File: src/rtl/pc_sequencer_pkg.sv
// Shared definitions for the MiniRISC program-counter stage.
package pc_sequencer_pkg;

    localparam int DATA_W = 32;

    localparam logic [DATA_W-1:0] RESET_PC_DEFAULT = 32'h0000_0000;

    typedef enum logic [1:0] {
        ST_RUN   = 2'd0,
        ST_FLUSH = 2'd1,
        ST_HALT  = 2'd2
    } pc_state_t;

endpackage

File: src/rtl/pc_sequencer.sv
// Program-counter stage: produces the fetch address each cycle, inserts
// redirect bubbles after jumps/branches, and parks the core on halt.
module pc_sequencer
    import pc_sequencer_pkg::*;
#(
    parameter logic [DATA_W-1:0] RESET_PC     = RESET_PC_DEFAULT,
    parameter int unsigned       PC_STEP      = 1,
    parameter int unsigned       FLUSH_CYCLES = 1
) (
    input  logic              clk,
    input  logic              rst,
    input  logic              stall,
    input  logic              branch_taken,
    input  logic [DATA_W-1:0] branch_offset,
    input  logic              jump_reg,
    input  logic [DATA_W-1:0] jump_target,
    input  logic              halt,
    input  logic              resume,
    output logic [DATA_W-1:0] pc,
    output logic [DATA_W-1:0] pc_next_seq,
    output logic              instr_valid,
    output logic              flush,
    output logic              halted
);

    localparam logic [DATA_W-1:0] STEP       = DATA_W'(PC_STEP);
    localparam logic [2:0]        FLUSH_INIT = 3'(FLUSH_CYCLES);

    pc_state_t         state;
    pc_state_t         state_nx;
    logic [DATA_W-1:0] pc_nx;
    logic [2:0]        cnt;
    logic [2:0]        cnt_nx;
    logic [DATA_W-1:0] pc_addend;
    logic [DATA_W-1:0] pc_sum;

    // Shared adder: branch offset when a branch is taken in RUN, else the step.
    always_comb begin
        pc_addend = STEP;
        if (state == ST_RUN && branch_taken) begin
            pc_addend = branch_offset;
        end
        pc_sum      = pc + pc_addend;
        pc_next_seq = pc + STEP;
    end

    // Next-state, next-pc and redirect flush pulse.
    always_comb begin
        state_nx = state;
        pc_nx    = pc;
        cnt_nx   = cnt;
        flush    = 1'b0;
        case (state)
            ST_RUN: begin
                if (halt) begin
                    state_nx = ST_HALT;
                end else if (jump_reg) begin
                    pc_nx    = jump_target;
                    flush    = 1'b1;
                    state_nx = ST_FLUSH;
                    cnt_nx   = FLUSH_INIT;
                end else if (branch_taken) begin
                    pc_nx    = pc_sum;
                    flush    = 1'b1;
                    state_nx = ST_FLUSH;
                    cnt_nx   = FLUSH_INIT;
                end else if (!stall) begin
                    pc_nx = pc_sum;
                end
            end
            ST_FLUSH: begin
                cnt_nx = cnt - 3'd1;
                if (cnt <= 3'd1) begin
                    state_nx = ST_RUN;
                end
            end
            ST_HALT: begin
                if (resume) begin
                    pc_nx    = pc_next_seq;
                    state_nx = ST_RUN;
                end
            end
            default: begin
                state_nx = ST_FLUSH;
                cnt_nx   = FLUSH_INIT;
            end
        endcase
    end

    // State, bubble counter and pc registers with synchronous reset.
    always_ff @(posedge clk) begin
        if (rst) begin
            state <= ST_FLUSH;
            cnt   <= FLUSH_INIT;
            pc    <= RESET_PC;
        end else begin
            state <= state_nx;
            cnt   <= cnt_nx;
            pc    <= pc_nx;
        end
    end

    // Status outputs are plain decodes of the registered state.
    always_comb begin
        instr_valid = (state == ST_RUN);
        halted      = (state == ST_HALT);
    end

endmodule

File: config.mk
export PLATFORM = sky130hd
export DESIGN_NAME = pc_sequencer
export DESIGN_NICKNAME = d
export VERILOG_FILES = /design/src/rtl/pc_sequencer_pkg.sv /design/src/rtl/pc_sequencer.sv
export SDC_FILE = /design/constraint.sdc
export NUM_CORES = 1
export LEC_CHECK = 0
export BUFFER_PORTS_ARGS = -buffer_cell sky130_fd_sc_hd__buf_2
export CAP_MARGIN = 20
export CORE_ASPECT_RATIO = 0.75
export CORE_UTILIZATION = 40
export CTS_CLUSTER_DIAMETER = 100
export CTS_CLUSTER_SIZE = 10
export DETAILED_ROUTE_END_ITERATION = 8
export SKIP_LAST_GASP = 1
export SYNTH_ARGS = -nofsm -noshare
export SYNTH_HDL_FRONTEND = slang
export SYNTH_SLANG_ARGS = --single-unit
File: constraint.sdc
create_clock -name clk -period 4.4 [get_ports clk]
set_clock_uncertainty 0.2 [all_clocks]
set_input_delay 0.88 -clock clk [delete_from_list [all_inputs] [get_ports clk]]
set_output_delay 0.88 -clock clk [all_outputs]
set_load 0.03 [all_outputs]
==> results_dict.tcl <==
set metrics [dict create \
    cts.path.max_buffers 2 \
    yosysUniqueCellTypes 71 \
    die_area_um2 12380 \
    worst_hold_path_type "register to register" \
    cp.arrival_ps 2970 \
    area_growth_syn_to_layout_pct 23.05 \
    required_ps 3320 \
    setup_violations 0 \
    reg2reg_from "state[1]" \
    mostFrequentLayoutCells "buf_2, nand2_1, nor2_1" \
    synth-edff-count 0 \
    numCtsBuffers 5 \
    grt_use_total_pct 32.01 \
    slew_violations 0 \
    yosys.area.top_type "dfxtp_1" \
    period_share_pct 92.00 \
    min_period_ps 4048 \
    diodes 0 \
    slowest_delay_ps 570 \
    reg2reg_depth 12 \
    critPathLaunchType "register" \
    dp_hpwl_mm 15.24 \
    worst-setup-path-type "register to output pin" \
    p_leak_uw 0.002759 \
    gr-max-usage-layer "met2" \
    clk_pin_slew_worst_paths_ps 60 \
    grt_pass1_vias 5355 \
    grt.overflow.total 0 \
    hold_depth 2 \
    r2r-end "pc[28]" \
    syn_avg_cell_area_um2 7.049 \
    drc 0 \
    drtIter0Drc 607 \
    status "completed" \
    met3_usage_pct 6.718 \
    cts_htree_levels 2 \
    cts_hold_buf 0 \
    grt_max_degree 39 \
    power_uw 1919 \
    routed_wl_mm 19.70 \
    post_drt_wl_per_cell_um 20.16 \
    yosysWarnings 0 \
    die_h_um 96.59 \
    grt_pass1_wl_mm 29.90 \
    avgViaCountPerCell 6.185 \
    synth_area_leaders "dfxtp_1, ha_1, nand2_1, a21oi_1, nor2_1" \
    ctsRootBufferMaster "clkbuf_16" \
    ys_async_sr_fraction_pct 0 \
    crit_family "simple AND/OR/NAND/NOR gates" \
    rows 34 \
    worstPathCellList "ha_1 -> and3_1 -> nand3_1 -> nor4_2 -> nand3_1 -> xnor2_1 -> buf_2" \
    drive_gt1_share_pct 23.07 \
    fmax_mhz 247.0 \
    peakVddDrop_uv 166.8 \
    cp-end-kind "output pin" \
    antenna_left 0 \
    first_pass_iters 5 \
    pin_count 138 \
    syn_area_um2 4772 \
    gp_congestion 0.9791 \
    hp-start "cnt[1]" \
    crit_cells 7 \
    core_area_um2 11610 \
    worstMarginPinSlew_ps 725.6 \
    post_synth_inst_count 677 \
    ys_seq_elements 37 \
    clkLatencyLatePin_ps 300 \
    crit_buf_inv 1 \
    fp.dieW_um 128.1 \
    syn_nets 783 \
    vias 6043 \
    met1_usage_pct 46.62 \
    netlist.area_leader.share_pct 15.52 \
    start_util_pct 41.09 \
    layout_commonest_cell "buf_2" \
    cts_sinks 37 \
    antenna_found_initial 0 \
    cp_max_fo 7 \
    io_buffer_count 137 \
    min_to "cnt[1]" \
    fin_setup_tns_ps 0 \
    cts_tree "done" \
    postCtsSetupBuffers 0 \
    met2_usage_pct 47.06 \
    cp_slowest_cell "nor4_2" \
    rsz0062_at_grt "false" \
    cpMostUsedCell "nand3_1" \
    synth_flop_cell "dfxtp_1" \
    nNetsFinal 921 \
    slew_headroom_pct 51.63 \
    power_density_nw_per_um2 326.9 \
    yosysSeqAreaShare_pct 15.52 \
    cts_resized 0 \
    hold_viol 0 \
    r2r_slack_ps 570 \
    drv_cap 0 \
]
## cell families after synthesis
kind of cell    after synthesis  synth area share, %
xor+xnor                     44                8.076
compound gates              213                29.86
fa+ha+maj                    35                9.334
simple gates                293                31.52
mux                           9                1.966
flops                        37                15.52
buf+inv                      46                3.723
## cells in the mapped netlist, drive strengths merged (4+ instances only)
cell	n
o41ai	4
nand2	73
mux2i	6
clkbuf	28
nor3	28
nor4	7
or2	4
dfxtp	37
nand3	27
o31ai	7
a21oi	53
o21ai	39
o21a	4
xnor2	23
o211ai	9
or4	4
o21bai	6
and2	35
and4	4
inv	14
a211oi	16
a31oi	11
a221oi	5
nor2b	6
and3	14
ha	34
a21o	19
nand4	11
nor2	63
xor2	21
a22oi	7
## state kept, by name, indices dropped and copies added (netlist names)
signal / flops
cnt: 3
pc: 32
state: 2
## worst min-delay path: stages, from the launching register on
cell and delay [ps]:
dfxtp_1 320, a21oi_1 60, nor2_1 70
## worst max path at each step
stage	start	end	slack [ps]
2_1_floorplan	branch_taken	pc[28]	550
3_3_place_gp	branch_taken	pc[28]	300
3_5_place_dp	branch_taken	pc[28]	190
4_1_cts	pc[1]	pc_next_seq[30]	430
5_1_grt	branch_taken	pc[28]	150
6_report	pc[1]	pc_next_seq[30]	350
## cell type report
class	count	area [um^2]
Inverter	15	56.30
Fill cell	1206	5742
Sequential cell	37	740.7
Clock buffer	7	142.6
Tap cell	162	202.7
Timing Repair Buffer	162	870.8
Multi-Input combinational cell	594	3859
## metal layers
layer	part of all wire, %	wire length [um]	vias up
li1	-	-	2806
met1	45	8937	2837
met2	41	8038	364
met3	11	2253	36
met4	2.4	471	0
met5	0	0	-
## power breakdown
group | switching [uW] | leakage [uW] | internal [uW] | total [uW]
clock | 164 | 0.0000700 | 224 | 388
combinational | 657 | 0.00239 | 363 | 1020
sequential | 119 | 0.000301 | 393 | 512
## stage by stage
| stage | setup WS, ps | util (%) | area, um^2 | cells | hold slack (ps) |
|---|---|---|---|---|---|
| 2_1_floorplan | 546.1 | - | 4772 | 677 | 254.4 |
| 3_3_place_gp | 296.9 | 49.29 | 5724 | 969 | 271.6 |
| 3_5_place_dp | 192.7 | 49.33 | 5729 | 970 | 275.9 |
| 4_1_cts | 434.1 | 50.56 | 5872 | 977 | 290.0 |
| 5_1_grt | 150.3 | 50.56 | 5872 | 977 | 317.1 |
| 6_report | 352.1 | 50.56 | 5872 | 977 | 281.5 |
Note: power is estimated with default switching activity, not from simulation.
